`config.mk`:
```
export PLATFORM = sky130hd
export DESIGN_NAME = cr_cmd_decoder
export DESIGN_NICKNAME = d
export VERILOG_FILES = /design/src/rtl/cr_cmd_decoder.sv
export SDC_FILE = /design/constraint.sdc
export NUM_CORES = 1
export LEC_CHECK = 0
export ABC_CLOCK_PERIOD_IN_PS = 4700
export CAP_MARGIN = 20
export CORE_MARGIN = 2
export CORE_UTILIZATION = 59
export CTS_CLUSTER_DIAMETER = 150
export DETAILED_ROUTE_END_ITERATION = 16
export GPL_ROUTABILITY_DRIVEN = 0
export PLACE_DENSITY = 0.83
export SKIP_CTS_REPAIR_TIMING = 1
export SYNTH_ARGS = -nofsm -noshare
export SYNTH_HDL_FRONTEND = slang
export SYNTH_SLANG_ARGS = --single-unit
```
`constraint.sdc`:
```
create_clock -name clk -period 4.7 [get_ports clk]
set_input_delay 0.94 -clock clk [delete_from_list [all_inputs] [get_ports clk]]
set_output_delay 0.94 -clock clk [all_outputs]
set_load 0.03 [all_outputs]
```
`src/rtl/cr_cmd_decoder.sv`:
```
// Correlator command decoder: queues host commands and issues one-cycle core strobes, two cycles after we.
// One command per 2 cycles (plus clk-gen ack wait); writes while full are dropped and flagged in err_ovf.
module cr_cmd_decoder #(
   parameter int N_CH   = 4,
   parameter int DW     = 16,
   parameter int DEPTH  = 4,
   parameter int TO_CYC = 255,
   localparam int CHW   = (N_CH > 1) ? $clog2(N_CH) : 1
) (
   input  logic            clk,
   input  logic            rst,
   input  logic            we,
   input  logic [3:0]      opcode,
   input  logic [CHW-1:0]  chan,
   input  logic [DW-1:0]   wdata,
   output logic            full,
   output logic            busy,
   output logic            start,
   output logic            stop,
   output logic            sw_rst,
   output logic [N_CH-1:0] we_lpf,
   output logic            we_htf,
   output logic            we_clk_gen,
   output logic [DW-1:0]   cmd_data,
   input  logic            clk_gen_ack,
   output logic            running,
   input  logic            err_clr,
   output logic            err_illegal,
   output logic            err_ovf,
   output logic            err_tmo
);

   localparam int AW = $clog2(DEPTH);
   localparam int PW = AW + 1;
   localparam int TW = $clog2(TO_CYC + 1);

   localparam logic [3:0] OP_STOP    = 4'd0;
   localparam logic [3:0] OP_START   = 4'd1;
   localparam logic [3:0] OP_SW_RST  = 4'd2;
   localparam logic [3:0] OP_LPF_WE  = 4'd4;
   localparam logic [3:0] OP_HTF_WE  = 4'd6;
   localparam logic [3:0] OP_CLK_GEN = 4'd8;

   localparam logic [1:0] S_IDLE     = 2'd0;
   localparam logic [1:0] S_ISSUE    = 2'd1;
   localparam logic [1:0] S_WAIT_ACK = 2'd2;

   localparam logic [CHW:0] N_CH_V = (CHW + 1)'(N_CH);

   typedef struct packed {
      logic [3:0]     op;
      logic [CHW-1:0] chan;
      logic [DW-1:0]  data;
   } cmd_t;

   cmd_t           mem_q [DEPTH];
   cmd_t           mem_d [DEPTH];
   cmd_t           cmd_q, cmd_d;
   logic [PW-1:0]  wr_ptr_q, wr_ptr_d;
   logic [PW-1:0]  rd_ptr_q, rd_ptr_d;
   logic [1:0]     state_q, state_d;
   logic [TW-1:0]  cnt_q, cnt_d;
   logic           running_q, running_d;
   logic           err_illegal_q, err_illegal_d;
   logic           err_ovf_q, err_ovf_d;
   logic           err_tmo_q, err_tmo_d;

   logic           empty, push, op_valid, cmd_legal, fire, ill_ev, tmo_ev, ovf_ev;

   // Full is taken from the pointers alone, so a same-cycle pop never makes room for a push.
   assign empty  = (wr_ptr_q == rd_ptr_q);
   assign full   = (wr_ptr_q[AW] != rd_ptr_q[AW]) && (wr_ptr_q[AW-1:0] == rd_ptr_q[AW-1:0]);
   assign push   = we && !full;
   assign ovf_ev = we && full;
   assign busy   = !empty || (state_q != S_IDLE);

   assign op_valid  = (cmd_q.op == OP_STOP)   || (cmd_q.op == OP_START)  || (cmd_q.op == OP_SW_RST) ||
                      (cmd_q.op == OP_LPF_WE) || (cmd_q.op == OP_HTF_WE) || (cmd_q.op == OP_CLK_GEN);
   assign cmd_legal = op_valid && ((cmd_q.op != OP_LPF_WE) || ({1'b0, cmd_q.chan} < N_CH_V));
   assign fire      = (state_q == S_ISSUE) && cmd_legal;

   assign start      = fire && (cmd_q.op == OP_START);
   assign stop       = fire && (cmd_q.op == OP_STOP);
   assign sw_rst     = fire && (cmd_q.op == OP_SW_RST);
   assign we_htf     = fire && (cmd_q.op == OP_HTF_WE);
   assign we_clk_gen = fire && (cmd_q.op == OP_CLK_GEN);
   assign we_lpf     = (fire && (cmd_q.op == OP_LPF_WE)) ? (N_CH'(1) << cmd_q.chan) : '0;
   assign cmd_data   = cmd_q.data;

   assign running     = running_q;
   assign err_illegal = err_illegal_q;
   assign err_ovf     = err_ovf_q;
   assign err_tmo     = err_tmo_q;

   always_comb begin
      mem_d     = mem_q;
      cmd_d     = cmd_q;
      wr_ptr_d  = wr_ptr_q;
      rd_ptr_d  = rd_ptr_q;
      state_d   = state_q;
      cnt_d     = cnt_q;
      running_d = running_q;
      ill_ev    = 1'b0;
      tmo_ev    = 1'b0;

      if (push) begin
         mem_d[wr_ptr_q[AW-1:0]] = '{op: opcode, chan: chan, data: wdata};
         wr_ptr_d = wr_ptr_q + PW'(1);
      end

      case (state_q)
         S_IDLE: begin
            if (!empty) begin
               cmd_d    = mem_q[rd_ptr_q[AW-1:0]];
               rd_ptr_d = rd_ptr_q + PW'(1);
               state_d  = S_ISSUE;
            end
         end
         S_ISSUE: begin
            state_d = S_IDLE;
            if (!cmd_legal) begin
               ill_ev = 1'b1;
            end else begin
               case (cmd_q.op)
                  OP_START:  running_d = 1'b1;
                  OP_STOP:   running_d = 1'b0;
                  OP_SW_RST: begin
                     running_d = 1'b0;
                     // Flush to the pre-push write pointer so a same-cycle push survives.
                     rd_ptr_d  = wr_ptr_q;
                  end
                  OP_CLK_GEN: begin
                     state_d = S_WAIT_ACK;
                     cnt_d   = '0;
                  end
                  default: ;
               endcase
            end
         end
         S_WAIT_ACK: begin
            cnt_d = cnt_q + TW'(1);
            if (clk_gen_ack) begin
               state_d = S_IDLE;
               cnt_d   = '0;
            end else if (cnt_d == TW'(TO_CYC)) begin
               tmo_ev  = 1'b1;
               state_d = S_IDLE;
               cnt_d   = '0;
            end
         end
         default: state_d = S_IDLE;
      endcase

      err_illegal_d = (err_illegal_q && !err_clr) || ill_ev;
      err_ovf_d     = (err_ovf_q && !err_clr) || ovf_ev;
      err_tmo_d     = (err_tmo_q && !err_clr) || tmo_ev;
   end

   always_ff @(posedge clk) begin
      mem_q <= mem_d;
   end

   always_ff @(posedge clk) begin
      if (rst) begin
         cmd_q         <= '0;
         wr_ptr_q      <= '0;
         rd_ptr_q      <= '0;
         state_q       <= S_IDLE;
         cnt_q         <= '0;
         running_q     <= 1'b0;
         err_illegal_q <= 1'b0;
         err_ovf_q     <= 1'b0;
         err_tmo_q     <= 1'b0;
      end else begin
         cmd_q         <= cmd_d;
         wr_ptr_q      <= wr_ptr_d;
         rd_ptr_q      <= rd_ptr_d;
         state_q       <= state_d;
         cnt_q         <= cnt_d;
         running_q     <= running_d;
         err_illegal_q <= err_illegal_d;
         err_ovf_q     <= err_ovf_d;
         err_tmo_q     <= err_tmo_d;
      end
   end

endmodule
```
After elaboration in Yosys (flattened, before gate mapping)
Cells that the tools add are included.
W data, S select, Z words.
{"block": "word_totals", "inputBits": 27, "word_cells": 115, "output_inout_bits": 31, "reg_bits": 130}
{"block": "classes", "shifts": 1, "magnitude_cmp": 3, "n_eq_ne": 16, "bitwise": 3, "muxes": 28, "add_sub_neg": 3, "reduce_logical": 38}
{"op": "$bwmux W88", "count": 1}
{"op": "$mux W22", "count": 3}
{"op": "$bmux W22 S2", "count": 1}
{"op": "$demux W22 S2", "count": 1}
{"op": "$mux W8", "count": 4}
{"op": "$pmux W8 S2", "count": 1}
{"op": "$logic_and A1 B1 Y1", "count": 14}
{"op": "$mux W2", "count": 5}
{"op": "$logic_or A1 B1 Y1", "count": 9}
{"op": "$mux W3", "count": 3}
{"op": "$add A8 B1 Y8 const B", "count": 1}
{"op": "$eq A4 B3 Y1 const B", "count": 2}
{"op": "$eq A8 B8 Y1 const B", "count": 1}
{"op": "$ne A2 B2 Y1 const B", "count": 4}
{"op": "$reduce_bool A2 Y1", "count": 4}
{"op": "$add A3 B1 Y3 const B", "count": 2}
{"op": "$ge A3 B3 Y1 const B", "count": 2}
{"op": "$not A2 Y3", "count": 2}
{"op": "$pmux W2 S3", "count": 1}
{"op": "$pmux W3 S2", "count": 1}
{"op": "$reduce_and A3 Y1", "count": 2}
{"op": "$mux W1", "count": 5}
{"op": "$eq A4 B1 Y1 const B", "count": 1}
{"op": "$eq A4 B2 Y1 const B", "count": 1}
{"op": "other kinds (18)", "count": 21}

Longest topological paths before layout
Gate-level depths: netlist of the first run.
{"block": "depth", "depth_word": 9, "mapped_depth": 7, "depth_no_buf": 6}

Least setup slack after synthesis of the first run
Ideal clock, no wire load.
{"block": "synth_timing", "kind": "register to output", "from": "reg state_q[0]", "to": "out we_lpf[1]", "path_slack_ns": 2.148, "path_stages_with_launch": 5, "n_path_buf": 0, "t_arrival_ns": 1.612, "t_required_ns": 3.760, "cell_sequence": "dfxtp_1 or4b_4 nor3b_1 nand2_1 nor2_1"}
{"block": "synth_between", "elab_chain_cells": 4}
{"element": "start, declared", "line": "61", "rtl": "logic [1:0] state_q, state_d;"}
{"element": "start signal, assigned", "line": "178", "rtl": "state_q <= state_d;"}
{"element": "$eq A2 B1 Y1", "line": "80", "rtl": "assign fire = (state_q == S_ISSUE) && cmd_legal;"}
{"element": "$logic_and A1 B1 Y1", "line": "80"}
{"element": "$logic_and A1 B1 Y1", "line": "87", "rtl": "assign we_lpf = (fire && (cmd_q.op == OP_LPF_WE)) ? (N_CH'(1) << cmd_q.chan) : '0;"}
{"element": "$mux W4", "line": "87"}
{"element": "end, declared", "line": "21", "rtl": "output logic [N_CH-1:0] we_lpf,"}
No other way between the ends.

Worst setup path in the final report of the first run
Ends and elaborated chain as after synthesis.

==> flow_summary.toml, run 1 <==
[run_status]
status = "completed"

[timing]
finalCritPeriodShare_pct = 76.9
fin_tns_setup_ns = 0
min_period_ns = 3.61
clock.fmax_mhz = 277
setup_slack_ns = 1.09
drv_slew = 0
setup_violations = 0
tightest_slew_ns = 0.803
slew_headroom_pct = 46.0
fin_skew_ns = 0.0110
finalHoldViolations = 0
grt_setup_unrepaired = "no"

[logic_synthesis]
syn_area_per_cell_sq_um = 13.9
syn-instance-count = 383
synth_edf_count = 88
netlist.area_leader.share_pct = 49.8
ys_seq_area_share_pct = 65.6
synth_top_cell_by_area = "edfxtp_1"
syn-num-nets = 417
ys_seq_elements = 130
ys_warn_count = 0
synth.cell_area_sq_um = 5310
synth_cell_types = 50
ys.flop_type = "edfxtp_1"
ys_async_sr_fraction_pct = 0
synthTopCellsByArea = "edfxtp_1, dfxtp_1, mux4_2"

[route]
route.vias.total = 3180
firstDrtPassIters = 4
drc_errors = 0
antenna_left = 0
finalWirelength_microns = 10300
drt_iter0_markers = 212
routedWlPerCell_microns = 18.5
avgViaCountPerCell = 5.72

[worst_setup_path]
cp.arrival_ns = 2.67
critPathCaptureType = "output pin"
worst_setup_path_start_kind = "register"
required_ns = 3.76
rrSetupSlack_ns = 2.07
crit_type = "reg -> out"
path_max_fanout = 7

[flow_run]
maxCapViolations = 0

[clocking]
htree_levels = 4
clockBufferDepth = 2
cts_tree = "done"
cts_sinks = 130
cts.clk_slew.worst_paths_ns = 0.06
clk_latency_ns = 0.51
cts_buffers = 17
clock-root-buffer = "clkbuf_8"

[finish]
design_area_sq_um = 6560
diodes = 0
fin_nets = 469
area_growth_pct = 23.6
layout-drive-gt1-share_pct = 16.3

[power]
power_switching_mw = 1.21
ir_drop_uv = 386
internal_power_mw = 2.65
p_per_area_nw_per_um2 = 589
clkPwrFrac_pct = 33.8
pwr-share-comb_pct = 28.1
p_total_mw = 3.86
pwr-share-seq_pct = 38.1
netSwitchingFraction_pct = 31.3
p_leak_nw = 2.23

[die]
rows = 34
core_sq_um = 8720
io_pins = 58
dieHeight_microns = 98.9
die_area_sq_um = 9770
initial_utilization_pct = 60.9
die_w_microns = 98.9

[global_route]
grt_pass1_wl_microns = 16000
overflow = 0
grt_usage_pct = 22.0
grt_pass1_vias = 3158
antenna_found_initial = 0
grt_max_degree = 38

[hold_path]
hold_path.class = "reg -> reg"

[place]
placed_area_sq_um = 5860
dp_hpwl_microns = 5940
portBuffers = 57
place_ws_ns = 1.41
==> worst max-delay path, cell delays in order, from the launching register on <==
cell and delay (ns):
dfxtp_1 0.46, or4b_4 0.54, nor3b_1 0.28, nand2_1 0.10, nor2_1 0.11, clkdlybuf4s50_1 0.68
==> cells in the mapped netlist, types with 5 or more instances <==
cell       n
ha_1       7
o31ai_1    5
a21oi_1   28
mux4_2    22
xnor2_1    7
nand2_1   58
buf_2      7
dfxtp_1   42
nor3_1     6
nor2_1    20
clkbuf_1   6
buf_4     17
o21ai_0    5
edfxtp_1  88
inv_1      7
==> flip-flops by register name (all words and copies together) (netlist names) <==
name and cells:
err_illegal 1, cmd_data 16, mem_q 88, rd_ptr_q 3, running 1, err_ovf 1
state_q 2, err_tmo 1, wr_ptr_q 3, cnt_q 8, cmd_q 6
==> layout by cell type, fill, tap and decap left out, types with 5 or more instances in the layout <==
| master | n |
|---|---|
| edfxtp_1 | 88 |
| nand2_1 | 58 |
| clkdlybuf4s50_1 | 57 |
| dfxtp_1 | 41 |
| a21oi_1 | 28 |
| mux4_2 | 22 |
| nor2_1 | 20 |
| clkbuf_16 | 16 |
| inv_1 | 7 |
| xnor2_1 | 7 |
| ha_1 | 7 |
| nor3_1 | 6 |
| o21ai_0 | 5 |
| o31ai_1 | 5 |
| inv_6 | 5 |
==> cells by family after synthesis <==
| logic type | Yosys count | synth area share [%] |
|---|---|---|
| mux | 22 | 9.33 |
| fa+ha+maj | 7 | 1.65 |
| simple gates | 117 | 10.7 |
| flops | 130 | 65.6 |
| xor+xnor | 10 | 1.65 |
| buf+inv | 40 | 4.29 |
| compound gates | 57 | 6.76 |
==> layout make-up <==
type,count,area [sq um]
clock inverter,14,175
inverter,7,26.3
tap,108,135
timing repair buffer,66,709
fill,491,2160
sequential,130,3480
multi-input combinational,213,1610
clock buffer,18,418
==> routing by layer <==
metal / track usage (%) / share of wire, % / vias to the layer above
met5: 0 / 0 / -
met4: 7.69 / 0.89 / 0
met3: 7.52 / 6.5 / 8
met2: 36.4 / 52 / 115
met1: 27.1 / 40 / 1540
li1: - / - / 1517
==> power by group through the flow <==
| stage | clock (mW) | sequential (mW) | combinational, mW |
|---|---|---|---|
| after floorplan | 0 | 1.46 | 0.804 |
| after global placement | 0 | 1.48 | 1.01 |
| after detailed placement | 0 | 1.49 | 1.02 |
| after CTS | 1.33 | 1.47 | 1.03 |
| after global routing | 1.38 | 1.49 | 1.17 |
| final | 1.31 | 1.47 | 1.08 |
==> stage by stage <==
stage          hold slack [ns]  instances  util, %
4_1_cts                  0.460        551     74.0
3_5_place_dp             0.450        519     67.2
6_report                 0.457        556     75.2
2_1_floorplan            0.437        383        -
5_1_grt                  0.474        556     75.2
3_3_place_gp             0.445        519     67.2
==> final timing paths <==
check	from	endpoint	depth (start not counted)
worst min register to register	cmd_data[8]$_SDFFE_PP0P_	cmd_data[8]$_SDFFE_PP0P_	2
worst max register to register	rd_ptr_q[0]$_SDFFE_PP0P_	mem_q[65]$_DFFE_PP_	5
worst max-delay path	state_q[0]$_SDFFE_PP0P_	we_lpf[1]	5
worst min-delay path	cmd_data[8]$_SDFFE_PP0P_	cmd_data[8]$_SDFFE_PP0P_	2
No activity file was read; power rests on OpenSTA's default activity.
==> run 2: changes to the inputs <==
ABC_CLOCK_PERIOD_IN_PS = 3200   (was 4700)
CORE_UTILIZATION = 50   (was 59)
PLACE_DENSITY = 0.75   (was 0.83)
clock period = 3.2 ns   (was 4.7 ns; I/O delays follow)
==> run 2 against run 1 <==
Compared with the run above: non-clock buffer count rose by 3; setup slack got worse by 1.0 ns; critical path depth fell by 2; first-iteration DRC count fell by 16%; final cell count rose by 5.6%; combinational power rose by 43%; hold slack got worse by 0.0034 ns; register-to-register slack got worse by 1.1 ns; final area fell by 0.29%; sequential power rose by 47%; critical endpoint is now sw_rst; largest power group unchanged.
==> flow_summary.toml, run 2 (synthesis results as in run 1) <==
[power]
p_leak_nw = 2.28
pwr-share-seq_pct = 38.9
ir_drop_uv = 466
power_switching_mw = 1.71
internal_power_mw = 3.82
pwr-share-comb_pct = 27.8
p_per_area_nw_per_um2 = 846
clkPwrFrac_pct = 33.3
netSwitchingFraction_pct = 31.0

[place]
portBuffers = 57
dp_hpwl_microns = 6250
place_ws_ns = 0.457
dp_cells = 555

[flow_run]
maxCapViolations = 0

[route]
routedWlPerCell_microns = 16.9
route.vias.total = 3178
firstDrtPassIters = 4
avgViaCountPerCell = 5.41
finalWirelength_microns = 9900
antenna_left = 0
drt_iter0_markers = 179
drc_errors = 0

[finish]
top_register = "mem_q"
diodes = 0
regArea_sq_um = 3480
layout_common_cells = "edfxtp_1, nand2_1, clkdlybuf4s50_1"
layout-drive-gt1-share_pct = 17.1
largest_reg_flops = 88
final_common_cell = "edfxtp_1"
fin_nets = 472
n_fill_cell = 764
layoutNonFillerInstCount = 587
area_growth_pct = 23.2
multiInputGateArea_sq_um = 1620

[global_route]
antenna_found_initial = 0
grt_max_degree = 26
grt_pass1_vias = 3220
grt_usage_pct = 18.9
overflow = 0
grt_pass1_wl_microns = 16000

[worst_setup_path]
worst_setup_path_start_kind = "register"
critPathCaptureType = "output pin"
cp.arrival_ns = 2.48
r2r-start = "cnt_q[0]$_SDFFE_PP0P_"
crit_type = "reg -> out"
crit_start = "state_q[0]$_SDFFE_PP0P_"
path_max_fanout = 7
required_ns = 2.56

[die]
dieHeight_microns = 107
die_area_sq_um = 11500
die_w_microns = 107
rows = 37
io_pins = 58
core_sq_um = 10300
initial_utilization_pct = 51.4

[timing]
finalCritPeriodShare_pct = 97.4
tightest_slew_ns = 0.806
fin_skew_ns = 0.0136
setup_violations = 0
drv_slew = 0
setup_slack_ns = 0.0847
finalHoldViolations = 0
grt_setup_unrepaired = "no"
clock.fmax_mhz = 321
slew_headroom_pct = 45.9
min_period_ns = 3.12

[clocking]
htree_levels = 4
cts.clk_slew.worst_paths_ns = 0.06
clk_latency_ns = 0.52
cts_sinks = 130
cts_buffers = 17
clockBufferDepth = 2
cts_tree = "done"
clock-root-buffer = "clkbuf_8"

[hold_path]
hold_path.class = "reg -> reg"
worstHoldStart = "cmd_data[3]$_SDFFE_PP0P_"

[run_status]
status = "completed"
## run 2: worst max-delay path: stages (launching register included)
cell and delay (ns):
dfxtp_1 0.45, or4b_4 0.54, nor3b_4 0.25, clkdlybuf4s50_1 0.71
## run 2: power by group through the flow
stage | combinational [mW] | clock [mW] | sequential, mW
2_1_floorplan | 1.18 | 0 | 2.15
3_3_place_gp | 1.53 | 0 | 2.18
3_5_place_dp | 1.55 | 0 | 2.19
4_1_cts | 1.56 | 1.89 | 2.16
5_1_grt | 1.68 | 1.96 | 2.19
6_report | 1.54 | 1.84 | 2.16
## run 2: layer usage
| metal | GRT usage, % | vias to the layer above | part of all wire (%) |
|---|---|---|---|
| met5 | 0 | - | 0 |
| met2 | 31.6 | 85 | 52 |
| met1 | 22.4 | 1559 | 42 |
| li1 | - | 1522 | - |
| met4 | 6.68 | 0 | 1.2 |
| met3 | 7.05 | 12 | 5.0 |
## run 2: metrics by stage
stage	utilization (%)	TNS [ns]	area [sq um]	hold WS [ns]	power, mW
2_1_floorplan	-	0	5310	0.437	3.33
3_5_place_dp	57.7	0	5950	0.448	3.74
3_3_place_gp	57.7	0	5950	0.447	3.71
5_1_grt	63.4	0	6540	0.487	5.82
4_1_cts	63.3	-0.192	6530	0.456	5.60
6_report	63.4	0	6540	0.454	5.54
## run 2: area by class of cell
class,instances,area share (%)
Timing Repair Buffer,69,10.2
Sequential cell,130,53.3
Inverter,7,0.402
Clock inverter,12,2.03
Clock buffer,20,6.81
Multi-Input combinational cell,213,24.7
Tap cell,136,2.60
## run 2: worst paths after layout
| path | slack (ns) | to | cells after the start |
|---|---|---|---|
| min | 0.45 | cmd_data[3]$_SDFFE_PP0P_ | 2 |
| min reg2reg | 0.45 | cmd_data[3]$_SDFFE_PP0P_ | 2 |
| max reg2reg | 0.95 | cnt_q[5]$_SDFFE_PP0P_ | 6 |
| max | 0.08 | sw_rst | 3 |
==> run 3: changes to the inputs <==
CORE_UTILIZATION = 45   (was 50)
PLACE_DENSITY = 0.69   (was 0.75)
==> run 3 against run 2 <==
Compared with the run above: combinational power hardly changed; maximum frequency is 3.5% higher; non-clock buffer count is 2 lower; global-route usage is 1.9 points lower; sequential share of layout area is 0.24 points lower; utilization is 6.1 points lower; register-to-register slack better by 0.11 ns; clock skew is 0.0073 ns lower; largest power group unchanged.
==> flow_summary.toml, run 3 (synthesis results as in run 1) <==
[run_status]
status = "completed"

[finish]
area_growth_pct = 23.8
final_common_cell = "edfxtp_1"
n_fill_cell = 908
layout-drive-gt1-share_pct = 15.8
layout_common_cells = "edfxtp_1, nand2_1, clkdlybuf4s50_1"
top_register = "mem_q"
regArea_sq_um = 3480
fin_nets = 470
multiInputGateArea_sq_um = 1610
diodes = 0
largest_reg_flops = 88

[clocking]
clock-root-buffer = "clkbuf_16"
cts_sinks = 130
cts_tree = "done"
htree_levels = 4
cts.clk_slew.worst_paths_ns = 0.06
cts_buffers = 17
clockBufferDepth = 2
clk_latency_ns = 0.41

[die]
die_area_sq_um = 12700
core_sq_um = 11500
initial_utilization_pct = 46.3
die_w_microns = 113
dieHeight_microns = 113
rows = 39
io_pins = 58

[hold_path]
hold_path.class = "reg -> reg"

[place]
portBuffers = 57
place_ws_ns = 0.439
dp_hpwl_microns = 6240

[worst_setup_path]
required_ns = 2.56
crit_type = "reg -> out"
path_max_fanout = 7
cp.arrival_ns = 2.37
critPathCaptureType = "output pin"
worst_setup_path_start_kind = "register"

[global_route]
grt_usage_pct = 17.0
grt_pass1_vias = 3118
grt_max_degree = 26
overflow = 0
antenna_found_initial = 0
grt_pass1_wl_microns = 16200

[power]
p_leak_nw = 2.28
ir_drop_uv = 643
p_per_area_nw_per_um2 = 869

[timing]
finalCritPeriodShare_pct = 94.0
fin_tns_setup_ns = 0
slew_headroom_pct = 46.2
tightest_slew_ns = 0.801
grt_setup_unrepaired = "no"
fin_skew_ns = 0.00626
clock.fmax_mhz = 332
drv_slew = 0
setup_violations = 0
setup_slack_ns = 0.191
timing.hold.ws_ns = 0.454
finalHoldViolations = 0
min_period_ns = 3.01

[flow_run]
maxCapViolations = 0

[route]
route.vias.total = 3156
firstDrtPassIters = 4
avgViaCountPerCell = 5.33
finalWirelength_microns = 10100
antenna_left = 0
routedWlPerCell_microns = 17.0
drt_iter0_markers = 189
drc_errors = 0
## run 3: cell types whose count changed in the layout (fill, tap and decap cells not counted), sizes merged
cell | previous run | this run
inv | 8 | 10
clkinvlp | 3 | 1
clkinv | 6 | 4
buf | 12 | 10
bufinv | 2 | 4
## run 3: worst max-delay path, cell delays in order (launching register included)
cell,delay (ns)
dfxtp_1,0.46
or4b_4,0.54
nor3b_4,0.24
clkdlybuf4s50_1,0.71
## run 3: through the flow
step | util (%) | cells | power (mW) | area [sq um]
after floorplan | - | 383 | 3.33 | 5310
after global placement | 51.9 | 560 | 3.73 | 5950
after detailed placement | 51.9 | 560 | 3.76 | 5950
after CTS | 57.3 | 592 | 5.77 | 6570
after global routing | 57.3 | 592 | 5.98 | 6570
final | 57.3 | 592 | 5.71 | 6570
## run 3: routing by layer
metal	track usage, %	up-vias	wire length, microns
met5	0	-	0
met4	5.37	0	102
met3	6.37	15	533
met2	27.4	74	5050
met1	21.4	1546	4400
li1	-	1521	-
## run 3: final timing paths
kind                                                from                        to  slack, ns  cells after the start
worst min-delay path            cmd_data[4]$_SDFFE_PP0P_  cmd_data[4]$_SDFFE_PP0P_       0.45                      2
worst max register to register     cnt_q[0]$_SDFFE_PP0P_     cnt_q[5]$_SDFFE_PP0P_       1.06                      6
worst max-delay path             state_q[0]$_SDFFE_PP0P_                    sw_rst       0.19                      3
worst min register to register  cmd_data[4]$_SDFFE_PP0P_  cmd_data[4]$_SDFFE_PP0P_       0.45                      2
## run 3: area by class of cell
type	instances	area share, %
sequential	130	53.0
multi-input combinational	213	24.5
timing repair buffer	67	9.94
clock buffer	20	6.64
clock inverter	12	2.74
tap	143	2.72
inverter	7	0.400
## run 3: where the power goes
group	switching (mW)	total (mW)	internal (mW)
combinational	0.896	1.55	0.651
clock	0.695	2.00	1.31
sequential	0.144	2.16	2.02
total	1.73	5.71	3.98
